**src/rtl/memory_access_controller.sv**
```systemverilog
// memory_access_controller
//   Runs byte, halfword and word requests from the control unit as 1, 2 or 4
//   sequential byte beats on a byte-wide RAM. Each beat lasts WAIT_STATES+1
//   cycles. MFC is raised when the access completes.
//
//   Optional feature (macro MAC_ALIGN_CHECK_EN): a misaligned request is
//   answered at once with Fault=1 and MFC=1 and never touches the RAM.
//   When the macro is undefined, Fault is tied to 0.
//
// Parameters
//   WAIT_STATES  extra cycles per beat (0..7)
//   ADDR_W       memory address width
//
// Ports
//   CLK, Reset                  clock; asynchronous active-low reset
//   MOV, RW, Size, Addr, DataIn request from the control word, MAR and MDR
//   DataOut, MFC, Busy, Fault   result and status returned to the control unit
//   MemEn, MemWE, MemAddr,
//   MemWData, MemRData          byte-wide RAM port
module memory_access_controller #(
  parameter int unsigned WAIT_STATES = 1,
  parameter int unsigned ADDR_W      = 8
) (
  input  logic              CLK,
  input  logic              Reset,
  input  logic              MOV,
  input  logic              RW,
  input  logic [1:0]        Size,
  input  logic [ADDR_W-1:0] Addr,
  input  logic [31:0]       DataIn,
  output logic [31:0]       DataOut,
  output logic              MFC,
  output logic              Busy,
  output logic              Fault,
  output logic              MemEn,
  output logic              MemWE,
  output logic [ADDR_W-1:0] MemAddr,
  output logic [7:0]        MemWData,
  input  logic [7:0]        MemRData
);

  localparam int unsigned CNT_W = 3;

  typedef enum logic [1:0] {IDLE, ACCESS, DONE} state_t;

  state_t            state, state_nxt;
  logic              rw_q;
  logic [1:0]        last_q;
  logic [1:0]        beat_q;
  logic [CNT_W-1:0]  cnt_q;
  logic [ADDR_W-1:0] addr_q;
  logic [31:0]       wdata_q;
  logic [31:0]       data_out_q;
  logic              accept;
  logic              beat_end;
  logic              misaligned;

  assign accept   = (state == IDLE) && MOV;
  assign beat_end = (state == ACCESS) && (cnt_q == '0);

`ifdef MAC_ALIGN_CHECK_EN
  logic fault_q;

  assign misaligned = ((Size == 2'b01) && Addr[0]) ||
                      (Size[1] && (Addr[1:0] != 2'b00));

  // Fault is raised at acceptance and held until the next accepted request.
  always_ff @(posedge CLK or negedge Reset) begin
    if (!Reset) begin
      fault_q <= 1'b0;
    end else if (accept) begin
      fault_q <= misaligned;
    end
  end

  assign Fault = fault_q;
`else
  assign misaligned = 1'b0;
  assign Fault      = 1'b0;
`endif

  // State register
  always_ff @(posedge CLK or negedge Reset) begin
    if (!Reset) begin
      state <= IDLE;
    end else begin
      state <= state_nxt;
    end
  end

  // Next-state logic
  always_comb begin
    state_nxt = state;
    case (state)
      IDLE:    if (MOV) state_nxt = misaligned ? DONE : ACCESS;
      ACCESS:  if (beat_end && (beat_q == last_q)) state_nxt = DONE;
      DONE:    if (!MOV) state_nxt = IDLE;
      default: state_nxt = IDLE;
    endcase
  end

  // Outputs are decoded from registered state only, so MOV has no path to them.
  always_comb begin
    MFC      = 1'b0;
    Busy     = 1'b0;
    MemEn    = 1'b0;
    MemWE    = 1'b0;
    MemAddr  = '0;
    MemWData = '0;
    MFC      = (state == DONE);
    Busy     = (state != IDLE);
    if (state == ACCESS) begin
      MemEn    = 1'b1;
      MemWE    = beat_end && !rw_q;
      MemAddr  = addr_q + ADDR_W'(beat_q);
      MemWData = 8'(wdata_q >> {beat_q, 3'b000});
    end
  end

  // Request capture, beat/wait sequencing and read-data assembly
  always_ff @(posedge CLK or negedge Reset) begin
    if (!Reset) begin
      rw_q       <= 1'b0;
      last_q     <= '0;
      beat_q     <= '0;
      cnt_q      <= '0;
      addr_q     <= '0;
      wdata_q    <= '0;
      data_out_q <= '0;
    end else if (accept) begin
      rw_q       <= RW;
      addr_q     <= Addr;
      wdata_q    <= DataIn;
      data_out_q <= '0;
      beat_q     <= '0;
      cnt_q      <= CNT_W'(WAIT_STATES);
      case (Size)
        2'b00:   last_q <= 2'd0;
        2'b01:   last_q <= 2'd1;
        default: last_q <= 2'd3;
      endcase
    end else if (state == ACCESS) begin
      if (cnt_q != '0) begin
        cnt_q <= cnt_q - CNT_W'(1);
      end else begin
        if (rw_q) begin
          for (int k = 0; k < 4; k++) begin
            if (beat_q == 2'(k)) data_out_q[8*k +: 8] <= MemRData;
          end
        end
        if (beat_q != last_q) begin
          beat_q <= beat_q + 2'd1;
          cnt_q  <= CNT_W'(WAIT_STATES);
        end
      end
    end
  end

  assign DataOut = data_out_q;

endmodule

```
**config.mk**
```make
export PLATFORM = sky130hd
export DESIGN_NAME = memory_access_controller
export DESIGN_NICKNAME = d
export VERILOG_FILES = /design/src/rtl/memory_access_controller.sv
export SDC_FILE = /design/constraint.sdc
export NUM_CORES = 1
export LEC_CHECK = 0
export CORE_MARGIN = 10
export CORE_UTILIZATION = 30
export CTS_BUF_LIST = sky130_fd_sc_hd__clkbuf_8
export DETAILED_ROUTE_END_ITERATION = 7
export MAX_ROUTING_LAYER = met4
export RECOVER_POWER = 100
export SLEW_MARGIN = 25
export SYNTH_ARGS = -nofsm -noshare
export SYNTH_HDL_FRONTEND = slang
export SYNTH_SLANG_ARGS = --single-unit
```
**constraint.sdc**
```tcl
create_clock -name CLK -period 2.4 [get_ports CLK]
set_input_delay 0.72 -clock CLK [delete_from_list [all_inputs] [get_ports CLK]]
set_output_delay 0.72 -clock CLK [all_outputs]
set_load 0.05 [all_outputs]
```
Word-level counts from Yosys, hierarchy flattened
Index checks and enable logic that the tools add are counted.
{"block": "totals", "reg_bits": 82, "latch_bits": 0, "ram_bits": 0, "romBits": 0, "out_inout_bits": 53, "word_cells": 78, "memories": 0}
{"block": "classes", "n_addsub": 3, "mul": 0, "n_div": 0, "order_cmp": 0, "n_eq_ne": 12, "shifts": 1, "n_mux": 25, "bitwise_logic": 0, "reduce_logical": 26}
{"cell": "$mux W32", "n": 4}
{"cell": "$mux W8", "n": 6}
{"cell": "$shr A32 B5 Y8", "n": 1}
{"cell": "$reduce_and A4 Y1", "n": 4}
{"cell": "$reduce_bool A2 Y1", "n": 8}
{"cell": "$mux W2", "n": 7}
{"cell": "$mux W3", "n": 4}
{"cell": "$add A8 B2 Y8", "n": 1}
{"cell": "$ne A2 B2 Y1 const B", "n": 4}
{"cell": "$eq A2 B1 Y1 const B", "n": 3}
{"cell": "$eq A2 B2 Y1 const B", "n": 3}
{"cell": "$logic_not A2 Y1", "n": 3}
{"cell": "$pmux W2 S3", "n": 1}
{"cell": "$reduce_and A3 Y1", "n": 2}
{"cell": "$reduce_bool A3 Y1", "n": 2}
{"cell": "$logic_and A1 B1 Y1", "n": 4}
{"cell": "$pmux W2 S2", "n": 1}
{"cell": "$logic_not A3 Y1", "n": 1}
{"cell": "$sub A3 B1 Y3 const B", "n": 1}
{"cell": "$add A2 B1 Y2 const B", "n": 1}
{"cell": "$eq A2 B2 Y1", "n": 1}
{"cell": "$mux W1", "n": 2}
{"cell": "$ne A2 B2 Y1", "n": 1}
{"cell": "$reduce_and A2 Y1", "n": 1}
{"cell": "$logic_not A1 Y1", "n": 1}

Depth between registers and ports, before layout
{"block": "depth", "depth_word": 6, "ltp_mapped": 7, "ltp_nobuf": 5}

Least setup slack after synthesis
Ideal clock, no wire load.
{"block": "synth_timing", "path_type": "reg-to-output", "startpoint": "reg beat_q[1]", "endpoint": "out MemAddr[7]", "t_arrival_ns": 2.087, "t_required_ns": 1.680, "setup_slack_ns": -0.407, "stages_incl_launch_ff": 5, "n_path_buf": 0, "cell_sequence": "dfrtp_1 -> ha_1 -> a21oi_1 -> or4_1 -> a21oi_1"}
{"block": "synth_between", "elab_chain_cells": 2}
{"item": "from (decl)", "line": "49", "text": "logic [1:0] beat_q;"}
{"item": "from (signal assigned)", "line": "152", "text": "beat_q <= beat_q + 2'd1;"}
{"item": "$add A8 B2 Y8", "line": "115", "text": "MemAddr = addr_q + ADDR_W'(beat_q);"}
{"item": "$mux W8", "line": "112", "text": "if (state == ACCESS) begin"}
{"item": "to (decl)", "line": "37", "text": "output logic [ADDR_W-1:0] MemAddr,"}
Every way passes these cells.

Worst setup path after layout
{"block": "layout_timing", "startpoint": "reg addr_q[1]", "endpoint": "out MemAddr[3]"}
{"block": "layout_between", "elab_chain_cells": 2}
{"item": "from (decl)", "line": "51", "text": "logic [ADDR_W-1:0] addr_q;"}
{"item": "from (signal assigned)", "line": "132", "text": "addr_q <= Addr;"}
{"item": "$add A8 B2 Y8", "line": "115"}
{"item": "$mux W8", "line": "112"}
Every way passes these cells.

==> run metrics <==
outcome=finished with violations; failing checks=negative setup slack; Startpoint Class=flip-flop; crit path DAT=1940 ps; top cell type by total area after synthesis=dfrtp_1; count of flip-flops with a built-in enable after synthesis=0; part of the cycle the worst path needs=111%; DR vias=3418; Sum Neg Setup Slack=-2790 ps; Hold Vio Cnt, Final=0; Slew @ Worst Pin=913 ps; Worst setup EP type=primary output; Rows=approximately 40; Ports=107; crit-path most repeated cell=a21oi_4; Yosys reg bits=82; hpwl dp=8210 um; clock tree buffer depth=2; GRT overflow=0; PnR Total Power=8.76 mW; met1 GRT Util=between 10% and 20%; Switch Pwr=4.03 mW; placed cell count=683; average vias per placed instance=4.81; clk_lat worst skew=360 ps; Comb power frac=around 60%; crit-path max FO=4; Reg clk slew, reported paths=~80 ps; Avg WL per Cell=16.3 um; TritonCTS Buffers=9; clock network power share=14.2%; critical-path cell list=ha_4, a21oi_4, buf_6, or3_4, a21oi_4, buf_12; grt met3 use=2.34%; Layout Utilization=45.2%; worst min path class=in2async; Syn Area/Cell=between 9 and 10 um2; largest delay contributor family on the critical path=flip-flops; Non-Filler Instances=710; Routed Antenna Nets=0; Slew Limit Headroom=roughly two fifths; CTS Sinks=82; Max Slew Vio Count=0; I/O Buffers=105; Achievable Freq=0.377 GHz; initial antenna violation count=0; critical setup path kind=reg2out; Final nets=594; Seq/Total Area, Yosys=51.8%; CTS Root Cell=clkbuf_8; initial detailed-routing violation count=around 220; depth of the CTS H-tree=3; synthesized instance count=422; RSZ-0062 raised after global routing=true; dpl cell area=0.00529 mm2; Post-Syn Area=0.00396 mm2; pwr/cell area=about 1500 mW/mm2; TritonCTS clock tree=built; vias in the first global route=3579; Layout area overhead=45.9%; ys async rst share=100%; cell internal pwr=4.74 mW; largest net degree at the start of global routing=49; most common cell in the netlist=nand2_1; Die Wd=135 um; Buf+Inv Stages, Crit Path=2; drt total wl=11600 um; maximum vdd ir drop=0.00102 V; synth cell count leaders=129 x nand2_1, 82 x dfrtp_1, 39 x a21oi_1, 35 x o21ai_0, 34 x nand3_1; Max stage delay on crit path=420 ps; placer's final routability congestion estimate=around 0.8; Net Count, Synth=roughly 480; first-pass GRT wire length=18200 um; share of cells above drive strength 1=between 15 and 20%; GR Layer Usage met2=19.5%; leak pwr=2.62 nW; Reg power frac=26.4%; slowest CP cell=dfrtp_1; Synth area leaders=dfrtp_1 52%, nand2_1 12%, a21oi_1 4.9%; total track usage=approximately an eighth; final setup margin=-256 ps; Finished Cell Area=0.00578 mm2; # setup viols final=15; Remaining DRCs=0; Switching Share=45.9%; Worst EP required=1680 ps; die height=135 um; Fillers=1228; DIE AREA=0.0182 mm2; Layout Skew=a little over 6 ps; Synth cell types=between 40 and 50; diode count=0; Yosys top cell area share=roughly half; max cap viols=0; Synth Flop Type=dfrtp_1; Tmin final=2660 ps; busiest layer in global routing=met2; FF-to-FF setup slack=350 ps; first drt pass iteration count=4; Synth warnings=0; initial core utilization=31.0%; Core Area=approximately 0.013 mm2
## final timing paths
| path | end | depth (start not counted) | startpoint |
|---|---|---|---|
| min | DataOut[6] | 1 | Reset |
| min in group CLK | wdata_q[28] | 2 | wdata_q[28] |
| max reg2reg | DataOut[17] | 9 | beat_q[0] |
| min reg2reg | wdata_q[28] | 2 | wdata_q[28] |
| max in group asynchronous | wdata_q[22] | 2 | Reset |
| max | MemAddr[3] | 6 | addr_q[1] |
## power groups by stage
stage	sequential [mW]	combinational (mW)	clock, mW
floorplan	2.79	2.65	0
global placement	2.28	4.72	0
detailed placement	2.31	4.77	0
CTS	2.30	5.23	1.27
global route	2.38	5.58	1.33
finish	2.32	5.21	1.24
## registers in the layout (all words and copies together) (netlist names)
name     count
wdata_q     32
DataOut     32
last_q       2
beat_q       2
addr_q       8
cnt_q        3
state        2
rw_q         1
## routing by layer
metal	up-vias	wire length [um]
met2	110	5410
met5	-	0
met3	12	525
li1	1650	-
met1	1646	5510
met4	0	137
## metrics by stage
step           setup WS, ps  hold WS, ps
2_1_floorplan          -127          424
3_3_place_gp           62.9          453
3_5_place_dp           45.6          458
4_1_cts                -268          327
5_1_grt                -337          502
6_report               -256          478
## placed cells by master, fill, tap and decap left out, drive strengths merged, types with 2 or more instances in the layout
master | Yosys | layout
o31ai | 3 | 3
and2 | 10 | 10
inv | 4 | 3
nand3 | 34 | 34
ha | 6 | 6
bufinv | 0 | 3
and4b | 4 | 4
a21oi | 39 | 39
or4 | 2 | 2
o21ai | 38 | 38
dfrtp | 82 | 82
nand2 | 129 | 129
mux4 | 8 | 8
or3 | 3 | 3
nand4b | 4 | 4
nor3 | 2 | 2
clkinvlp | 0 | 3
buf | 23 | 40
clkdlybuf4s50 | 0 | 58
xor2 | 3 | 3
clkbuf | 9 | 20
nor2 | 3 | 3
dlygate4sd3 | 0 | 24
## logic make-up (layout without fill, tap and decap cells)
kind of cell	after synthesis	in the layout	synth area share, %
compound gates	83	83	11.1
xor+xnor	4	4	0.885
fa+ha+maj	7	7	2.40
buf+inv	36	152	4.99
flops	82	82	51.8
mux	10	10	5.09
other cells	1	1	0.0947
simple gates	199	199	23.6
## worst reg2reg max path, cell delays in order, from the launching register on
cell and delay [ps]:
dfrtp_1 430, buf_6 150, buf_16 130, buf_4 130, buf_4 150, inv_1 80
ha_1 160, nand4b_1 320, o21ai_0 280, a21oi_1 90
## repair_timing
action	4_1_cts	5_1_grt
gates cloned	1	0
setup endpoints to repair	16	17
gates resized for setup	37	14
buffers inserted	7	4
hold buffers	0	0
pin swaps	8	10
## cell type report
type	count	area (um2)	area share [%]
Sequential cell	82	2050	35.6
Multi-Input combinational cell	304	1860	32.2
Timing Repair Buffer	132	1380	23.9
Tap cell	172	215	3.73
Clock buffer	10	138	2.38
Clock inverter	6	114	1.97
Inverter	4	16.3	0.282
Note: power is estimated with default switching activity, not from simulation.
